==> src/rtl/spi_cfg_frame_decoder_pkg.sv <==
// Shared opcodes, FSM encoding and CRC constants for the SPI config decoder.
// CFG_FRAME_CRC_EN adds a CRC-8 trailer byte to WRITE_CFG frames.
package spi_cfg_frame_decoder_pkg;

    localparam logic [7:0] OP_NOP       = 8'h00;
    localparam logic [7:0] OP_WRITE_CFG = 8'hA1;
    localparam logic [7:0] OP_READ_CFG  = 8'hA2;

    localparam logic [7:0]  CRC_POLY      = 8'h07;
    localparam logic [31:0] RESET_CFG_DEF = 32'hBBFC0000;

    typedef logic [2:0] state_t;

    localparam state_t ST_IDLE    = 3'd0;
    localparam state_t ST_CMD     = 3'd1;
    localparam state_t ST_WDATA   = 3'd2;
    localparam state_t ST_RDATA   = 3'd3;
    localparam state_t ST_CHK     = 3'd4;
    localparam state_t ST_DONE    = 3'd5;
    localparam state_t ST_DISCARD = 3'd6;

    function automatic logic [7:0] rd_byte(
        input logic [31:0] w,
        input logic [2:0]  idx
    );
        case (idx)
            3'd1:    rd_byte = w[23:16];
            3'd2:    rd_byte = w[15:8];
            3'd3:    rd_byte = w[7:0];
            default: rd_byte = 8'h00;
        endcase
    endfunction

endpackage

==> src/rtl/spi_cfg_frame_decoder_crc.sv <==
// Combinational byte-step CRC-8 (MSB first, no reflection).
// Only instantiated when CFG_FRAME_CRC_EN is defined.
module cfg_crc8
    import spi_cfg_frame_decoder_pkg::*;
(
    input  logic [7:0] crc,
    input  logic [7:0] data,
    output logic [7:0] crc_next
);

    logic [7:0] c;

    always_comb begin
        c = crc ^ data;
        for (int i = 0; i < 8; i++) begin
            c = c[7] ? ((c << 1) ^ CRC_POLY) : (c << 1);
        end
        crc_next = c;
    end

endmodule

==> src/rtl/spi_cfg_frame_decoder.sv <==
// SPI config frame decoder: shadowed 32-bit config, vblank commit, read-back.
// Define CFG_FRAME_CRC_EN to require a CRC-8 trailer on WRITE_CFG.
module spi_cfg_frame_decoder
    import spi_cfg_frame_decoder_pkg::*;
#(
    parameter logic [31:0] RESET_CFG = RESET_CFG_DEF,
    parameter int          ERR_W     = 4
) (
    input  logic             clk,
    input  logic             rst,
    input  logic             ss_n,
    input  logic [7:0]       rx_byte,
    input  logic             rx_valid,
    input  logic             vblank_pulse,
    output logic [7:0]       tx_byte,
    output logic             tx_load,
    output logic [31:0]      cfg_out,
    output logic             cfg_commit,
    output logic             pending,
    output logic [ERR_W-1:0] err_count
);

`ifdef CFG_FRAME_CRC_EN
    localparam int ASM_W = 32;
`else
    localparam int ASM_W = 24;
`endif

    state_t             state_q;
    state_t             state_n;
    logic [2:0]         idx_q;
    logic [ASM_W-1:0]   asm_q;
    logic [31:0]        asm_next;
    logic [31:0]        snap_q;
    logic [31:0]        shadow_q;
    logic [31:0]        cfg_q;
    logic               pending_q;
    logic               commit_q;
    logic [7:0]         tx_byte_q;
    logic               tx_load_q;
    logic [ERR_W-1:0]   err_q;
    logic               byte_ok;
    logic               wr_done;
    logic               err_inc;
    logic [31:0]        wr_word;

`ifdef CFG_FRAME_CRC_EN
    logic [7:0] crc_q;
    logic [7:0] crc_nx;

    cfg_crc8 u_crc (
        .crc      (crc_q),
        .data     (rx_byte),
        .crc_next (crc_nx)
    );
`endif

    assign byte_ok  = rx_valid & ~ss_n;
    assign asm_next = {asm_q[23:0], rx_byte};

`ifdef CFG_FRAME_CRC_EN
    assign wr_word = asm_q;
`else
    assign wr_word = asm_next;
`endif

    always_comb begin
        state_n = state_q;
        wr_done = 1'b0;
        err_inc = 1'b0;
        if (ss_n) begin
            // Losing select mid-write is the only abort that counts
            state_n = ST_IDLE;
            err_inc = (state_q == ST_WDATA) || (state_q == ST_CHK);
        end else begin
            case (state_q)
                ST_IDLE: state_n = ST_CMD;
                ST_CMD: begin
                    if (byte_ok) begin
                        case (rx_byte)
                            OP_WRITE_CFG: state_n = ST_WDATA;
                            OP_READ_CFG:  state_n = ST_RDATA;
                            OP_NOP:       state_n = ST_DONE;
                            default: begin
                                state_n = ST_DISCARD;
                                err_inc = 1'b1;
                            end
                        endcase
                    end
                end
                ST_WDATA: begin
                    if (byte_ok && idx_q == 3'd3) begin
`ifdef CFG_FRAME_CRC_EN
                        state_n = ST_CHK;
`else
                        state_n = ST_DONE;
                        wr_done = 1'b1;
`endif
                    end
                end
`ifdef CFG_FRAME_CRC_EN
                ST_CHK: begin
                    if (byte_ok) begin
                        if (rx_byte == crc_q) begin
                            state_n = ST_DONE;
                            wr_done = 1'b1;
                        end else begin
                            state_n = ST_DISCARD;
                            err_inc = 1'b1;
                        end
                    end
                end
`endif
                default: ;
            endcase
        end
    end

    always_ff @(posedge clk) begin
        if (rst) begin
            state_q   <= ST_IDLE;
            idx_q     <= 3'd0;
            asm_q     <= '0;
            snap_q    <= RESET_CFG;
            shadow_q  <= RESET_CFG;
            cfg_q     <= RESET_CFG;
            pending_q <= 1'b0;
            commit_q  <= 1'b0;
            tx_byte_q <= 8'h00;
            tx_load_q <= 1'b0;
            err_q     <= '0;
        end else begin
            state_q   <= state_n;
            tx_load_q <= 1'b0;
            commit_q  <= 1'b0;

            if (err_inc && err_q != {ERR_W{1'b1}})
                err_q <= err_q + {{(ERR_W-1){1'b0}}, 1'b1};

            if (state_q == ST_CMD && byte_ok) begin
                idx_q <= 3'd0;
                if (rx_byte == OP_READ_CFG) begin
                    snap_q    <= cfg_q;
                    tx_byte_q <= cfg_q[31:24];
                    tx_load_q <= 1'b1;
                    idx_q     <= 3'd1;
                end
            end

            if (state_q == ST_WDATA && byte_ok) begin
                asm_q <= asm_next[ASM_W-1:0];
                idx_q <= idx_q + 3'd1;
            end

            if (state_q == ST_RDATA && byte_ok) begin
                tx_byte_q <= rd_byte(snap_q, idx_q);
                tx_load_q <= 1'b1;
                if (idx_q != 3'd4)
                    idx_q <= idx_q + 3'd1;
            end

            if (vblank_pulse && pending_q) begin
                cfg_q     <= shadow_q;
                commit_q  <= 1'b1;
                pending_q <= 1'b0;
            end

            // A word finishing on a vblank cycle waits for the next one
            if (wr_done) begin
                shadow_q  <= wr_word;
                pending_q <= 1'b1;
            end
        end
    end

`ifdef CFG_FRAME_CRC_EN
    always_ff @(posedge clk) begin
        if (rst)
            crc_q <= 8'h00;
        else if (state_q == ST_IDLE)
            crc_q <= 8'h00;
        else if (byte_ok && (state_q == ST_CMD || state_q == ST_WDATA))
            crc_q <= crc_nx;
    end
`endif

    assign tx_byte    = tx_byte_q;
    assign tx_load    = tx_load_q;
    assign cfg_out    = cfg_q;
    assign cfg_commit = commit_q;
    assign pending    = pending_q;
    assign err_count  = err_q;

endmodule

==> config.mk <==
export PLATFORM = sky130hd
export DESIGN_NAME = spi_cfg_frame_decoder
export DESIGN_NICKNAME = d
export VERILOG_FILES = /design/src/rtl/spi_cfg_frame_decoder_pkg.sv /design/src/rtl/spi_cfg_frame_decoder_crc.sv /design/src/rtl/spi_cfg_frame_decoder.sv
export SDC_FILE = /design/constraint.sdc
export NUM_CORES = 1
export LEC_CHECK = 0
export CAP_MARGIN = 20
export CORE_UTILIZATION = 30
export DETAILED_ROUTE_END_ITERATION = 16
export DONT_BUFFER_PORTS = 1
export PLACE_DENSITY = 0.53
export SLEW_MARGIN = 20
export SYNTH_ARGS = -nofsm -noshare
export SYNTH_HDL_FRONTEND = slang
export SYNTH_HIERARCHICAL = 1
export SYNTH_SLANG_ARGS = --single-unit
==> constraint.sdc <==
create_clock -name clk -period 2.3 [get_ports clk]
set_input_delay 0.46 -clock clk [delete_from_list [all_inputs] [get_ports clk]]
set_output_delay 0.46 -clock clk [all_outputs]
set_load 0.03 [all_outputs]
### Word level (Yosys, flattened, before mapping)

Index checks and enable logic that the tools add are counted.

* add/subtract/negate cells: 2
* equality and inequality tests: 13
* mux-type cells: 26
* bitwise logic cells: 2
* reduce and logical (&&, ||, !) cells: 18

Operators with widths (number)
* 8-bit 2-to-1 mux: 3
* 8-bit case mux with 3 select lines: 1
* 3-bit 2-to-1 mux: 6
* 3-bit case mux with 3 select lines: 2
* 8-bit equality test (second input constant): 2
* 1-bit 2-to-1 mux: 14
* 3-bit by 2-bit equality test with 1-bit output (second input constant): 4
* 8-bit zero test: 1
* 3-bit by 1-bit equality test with 1-bit output (second input constant): 2
* 1-bit logical AND: 6
* 2-bit nonzero test: 3
* 4-bit by 1-bit adder with 4-bit output (second input constant): 1
* 2-bit != test (second input constant): 2
* 4-bit != test (second input constant): 1
* 2-bit AND reduction: 2
* 3-bit by 1-bit adder with 3-bit output (second input constant): 1
* 3-bit equality test (second input constant): 1
* 3-bit zero test: 1
* 3-bit != test (second input constant): 1
* 3-bit AND reduction: 1
* 3-bit nonzero test: 1
* 3-bit OR reduction: 1
* 2-bit OR reduction: 1
* 1-bit AND: 1
* other kinds (2): 2

* flip-flop bits (word level): 133
* bits of input ports: 13
* output and inout port bits: 47

### Logic depth before layout (Yosys ltp)

* depth in word-level cells: 7
* mapped depth: 7
* gate-level depth less buffers: 6

### Worst setup path before layout

OpenSTA, ideal clock, no wires.

* path type: input port to flip-flop
* start: input rx_byte[0]
* end: register err_q[0], in the netlist err_count[0]
* library setup time: 121 ps
* arrival time: 1884 ps
* data required time: 2179 ps
* path slack: 295 ps
* stages: 5
* path buffers: 1
* cell sequence: buf_6 -> or4_1 -> a311o_1 -> o211a_1 -> mux2_4

* longest elaborated chain between the ends: 7
* elaborated cells on any way between the ends: 9

Ends and longest elaborated chain
* start: declaration: line spi_cfg_frame_decoder.sv:12 `input logic [7:0] rx_byte,`
* 8-bit equality test or 8-bit zero test (tied branches): line spi_cfg_frame_decoder.sv:80 `case (rx_byte)`
* 3-bit OR reduction (no line) (*)
* 1-bit 2-to-1 mux (*): line spi_cfg_frame_decoder.sv:80
* 1-bit 2-to-1 mux (*): line spi_cfg_frame_decoder.sv:79 `if (byte_ok) begin`
* 1-bit 2-to-1 mux (*): line spi_cfg_frame_decoder.sv:76 `case (state_q)`
* 1-bit 2-to-1 mux (*): line spi_cfg_frame_decoder.sv:71 `if (ss_n) begin`
* 1-bit logical AND (*): line spi_cfg_frame_decoder.sv:137 `if (err_inc && err_q != {ERR_W{1'b1}})`
* end signal: assignment: line spi_cfg_frame_decoder.sv:138 `err_q <= err_q + {{(ERR_W-1){1'b0}}, 1'b1};`
* end: declaration: line spi_cfg_frame_decoder.sv:41 `logic [ERR_W-1:0] err_q;`

Mark *: on every way between the ends. The rest lies on a longest branch, timed or not.
A chain may end at the register's enable or synchronous reset.

### Worst setup path after layout

* start: register state_q[1]
* end: register shadow_q[9]

* longest elaborated chain between the ends: 3

Ends and longest elaborated chain
* start: declaration: line spi_cfg_frame_decoder.sv:29 `state_t state_q;`
* start signal: assignment: line spi_cfg_frame_decoder.sv:133 `state_q <= state_n;`
* 3-bit by 2-bit equality test with 1-bit output: line spi_cfg_frame_decoder.sv:76
* 1-bit 2-to-1 mux: line spi_cfg_frame_decoder.sv:76
* 1-bit 2-to-1 mux: line spi_cfg_frame_decoder.sv:71
* end signal: assignment: line spi_cfg_frame_decoder.sv:170 `shadow_q <= wr_word;`
* end: declaration: line spi_cfg_frame_decoder.sv:35 `logic [31:0] shadow_q;`

Every way passes these cells.

==> results.toml <==
[critical_path]
worst-path-buf-inv = 1
crit_path_end = "shadow_q[9]"
path_cells = "nor4bb_1 > and3_1 > buf_12 > nand2_1 > a21oi_1"
cp_slowest_cell = "nor4bb_1"
reg2reg_from = "state_q[1]"
max_stage_delay_ps = 660
r2r_cells = 5
setup.worst_path.start = "state_q[1]"
start_kind = "register"
crit_path_max_fanout = 32
critical_path_arrival_ps = 2320
crit_cells = 5
worstPathRequired_ps = 2640
reg2reg_slack_ps = 320
path_class = "register to register"
cp-end-kind = "register"
r2r_end = "shadow_q[9]"
critPathTopFamily = "simple AND/OR/NAND/NOR gates"

[clock_network]
cts_hold_buf = 0
cts_resized = 0
htreeDepth = 4
clockBufferDepth = 2
clock_latency_ps = 410
clk_pin_slew_ps = 60
cts_setup_buffers = 0
clock_sinks = 133
cts-root-buf = "clkbuf_16"
numCtsBuffers = 17
cts_tree = "yes"

[yosys]
syn_inst = 652
synth_adder_area_share = 0.0139
ys_seq_area_frac = 0.494
syn-num-nets = 671
ys_types = 48
syn_area_um2 = 5390
synth_simple_gate_area_frac = 0.255
synthMuxAreaShare = 0.0105
synth.avg_cell_area_um2 = 8.26
synthFlopType = "dfxtp_1"
synth_top_family_by_area = "simple AND/OR/NAND/NOR gates"
yosys_warnings = 6
synth_edf_count = 0
synth_xor_area_frac = 0.00163
synth_seq_cells = 133
async_reset_ff_frac = 0
synth-compound-area-share = 0.173

[sta]
hold_violations = 0
min_period_ps = 1980
min_period_over_period = 0.860
finClkSkew_ps = 5.08
final.setup.tns_ps = 0
fmax_mhz = 506
rsz0062_at_grt = "false"
worst_pin_slew_ps = 760
maxSlewHeadroom = 0.487
setup_viol = 0
final_max_slew_viol_count = 0

[power_and_ir_drop]
p_per_area_nw_per_um2 = 856
peakVddDrop_mv = 0.526
power.leakage_nw = 2.16

[placement]
dp_cells = 841
portBuffers = 0
dp_hpwl_mm = 10.1
gp_congestion = 0.781

[floorplanning]
initial_utilization = 0.309
core.rowCount = 48
die_width_um = 136
ios = 60
dieHeight_um = 136
dieArea_um2 = 18500
core_um2 = 17400

[min_path]
min_path_type = "primary input to register"

[global_route]
grt_overflow_total = 0
track_usage = 0.169
grt_max_degree = 143
grt_pass1_vias = 4399
antenna_found_initial = 0
grt_pass1_wl_mm = 23.7

[drt]
drt-pass1-iter-count = 6
drc = 0
vias = 4539
ant_nets = 0
via_per_inst = 5.20
dr.first_iter.drc_count = 397
wirelength_mm = 14.9
routedWlPerCell_um = 17.1

[job]
max-cap-violations = 0

[final_layout]
fin_nets = 654
final_util = 0.355
nFillCells = 1814
drive_gt1_frac = 0.102
layout_common_cells = "nand2_1, dfxtp_1, a21oi_1, nand3_1, nand3b_1"
final_cells = 873
layout_commonest_cell = "nand2_1"
antenna_cells = 0
area_growth_pct = 14.9

[status]
outcome = "finished clean"
-- power by group --
group	total, mW	switching (mW)	internal [mW]
logic	0.100	0.0483	0.0517
clock network	2.85	1.01	1.84
registers	2.35	0.0336	2.32
total	5.30	1.09	4.21
-- worst reg2reg max path, stage by stage (launching register included) --
cell	delay (ps)
dfxtp_1	460
nor4bb_1	660
and3_1	360
buf_12	220
nand2_1	80
a21oi_1	130
-- flip-flops by register name, summed over array words and instances, names as in the netlist --
signal	cells
tx_load	1
cfg_commit	1
tx_byte	8
shadow_q	32
cfg_out	32
pending	1
state_q	3
err_count	4
snap_q	24
idx_q	3
asm_q	24
-- cell usage after synthesis (8+ instances only) --
cell,n,area share
clkbuf_1,42,0.029
o21ai_0,8,0.0074
nand3b_1,25,0.035
a21oi_1,89,0.083
o21ai_1,17,0.016
a31o_2,8,0.013
dfxtp_1,133,0.49
a31oi_1,11,0.013
a222oi_1,8,0.015
nand2_1,183,0.13
nand3_1,30,0.028
-- worst min-delay path by stage --
stage	from	endpoint	cells after the start
floorplan	asm_q[18]	shadow_q[26]	2
global placement	asm_q[18]	shadow_q[26]	2
detailed placement	shadow_q[12]	cfg_out[12]	2
CTS	ss_n	state_q[1]	1
global route	ss_n	state_q[2]	1
finish	ss_n	state_q[1]	1
-- layout make-up --
type	instances	area [um^2]	share of cell area
sequential	133	2660	0.430
multi-input combinational	459	2450	0.396
clock buffer	19	443	0.0715
tap	225	282	0.0455
clock inverter	13	180	0.0291
timing repair buffer	19	155	0.0251
inverter	5	18.8	0.00303
-- cell families after synthesis --
family          after synthesis
compound gates              157
mux                           5
simple gates                290
fa+ha+maj                     6
flops                       133
xor+xnor                      1
buf+inv                      60
-- through the flow --
stage | hold WS [ps] | instance area (um^2) | setup slack [ps] | total power, mW
final | 120 | 6190 | 322 | 5.30
after global routing | 100 | 6190 | 216 | 5.46
after CTS | 102 | 6190 | 365 | 5.34
after detailed placement | 440 | 5570 | 68.8 | 2.50
after global placement | 434 | 5570 | 82.9 | 2.50
after floorplan | 432 | 5390 | 295 | 2.51
-- routing by layer --
layer	share of wire	GRT usage	vias up
li1	-	-	2223
met1	0.44	0.206	2173
met2	0.48	0.278	123
met3	0.058	0.0477	20
met4	0.015	0.0698	0
met5	0	0	-
(Power assumes the default switching activity.)
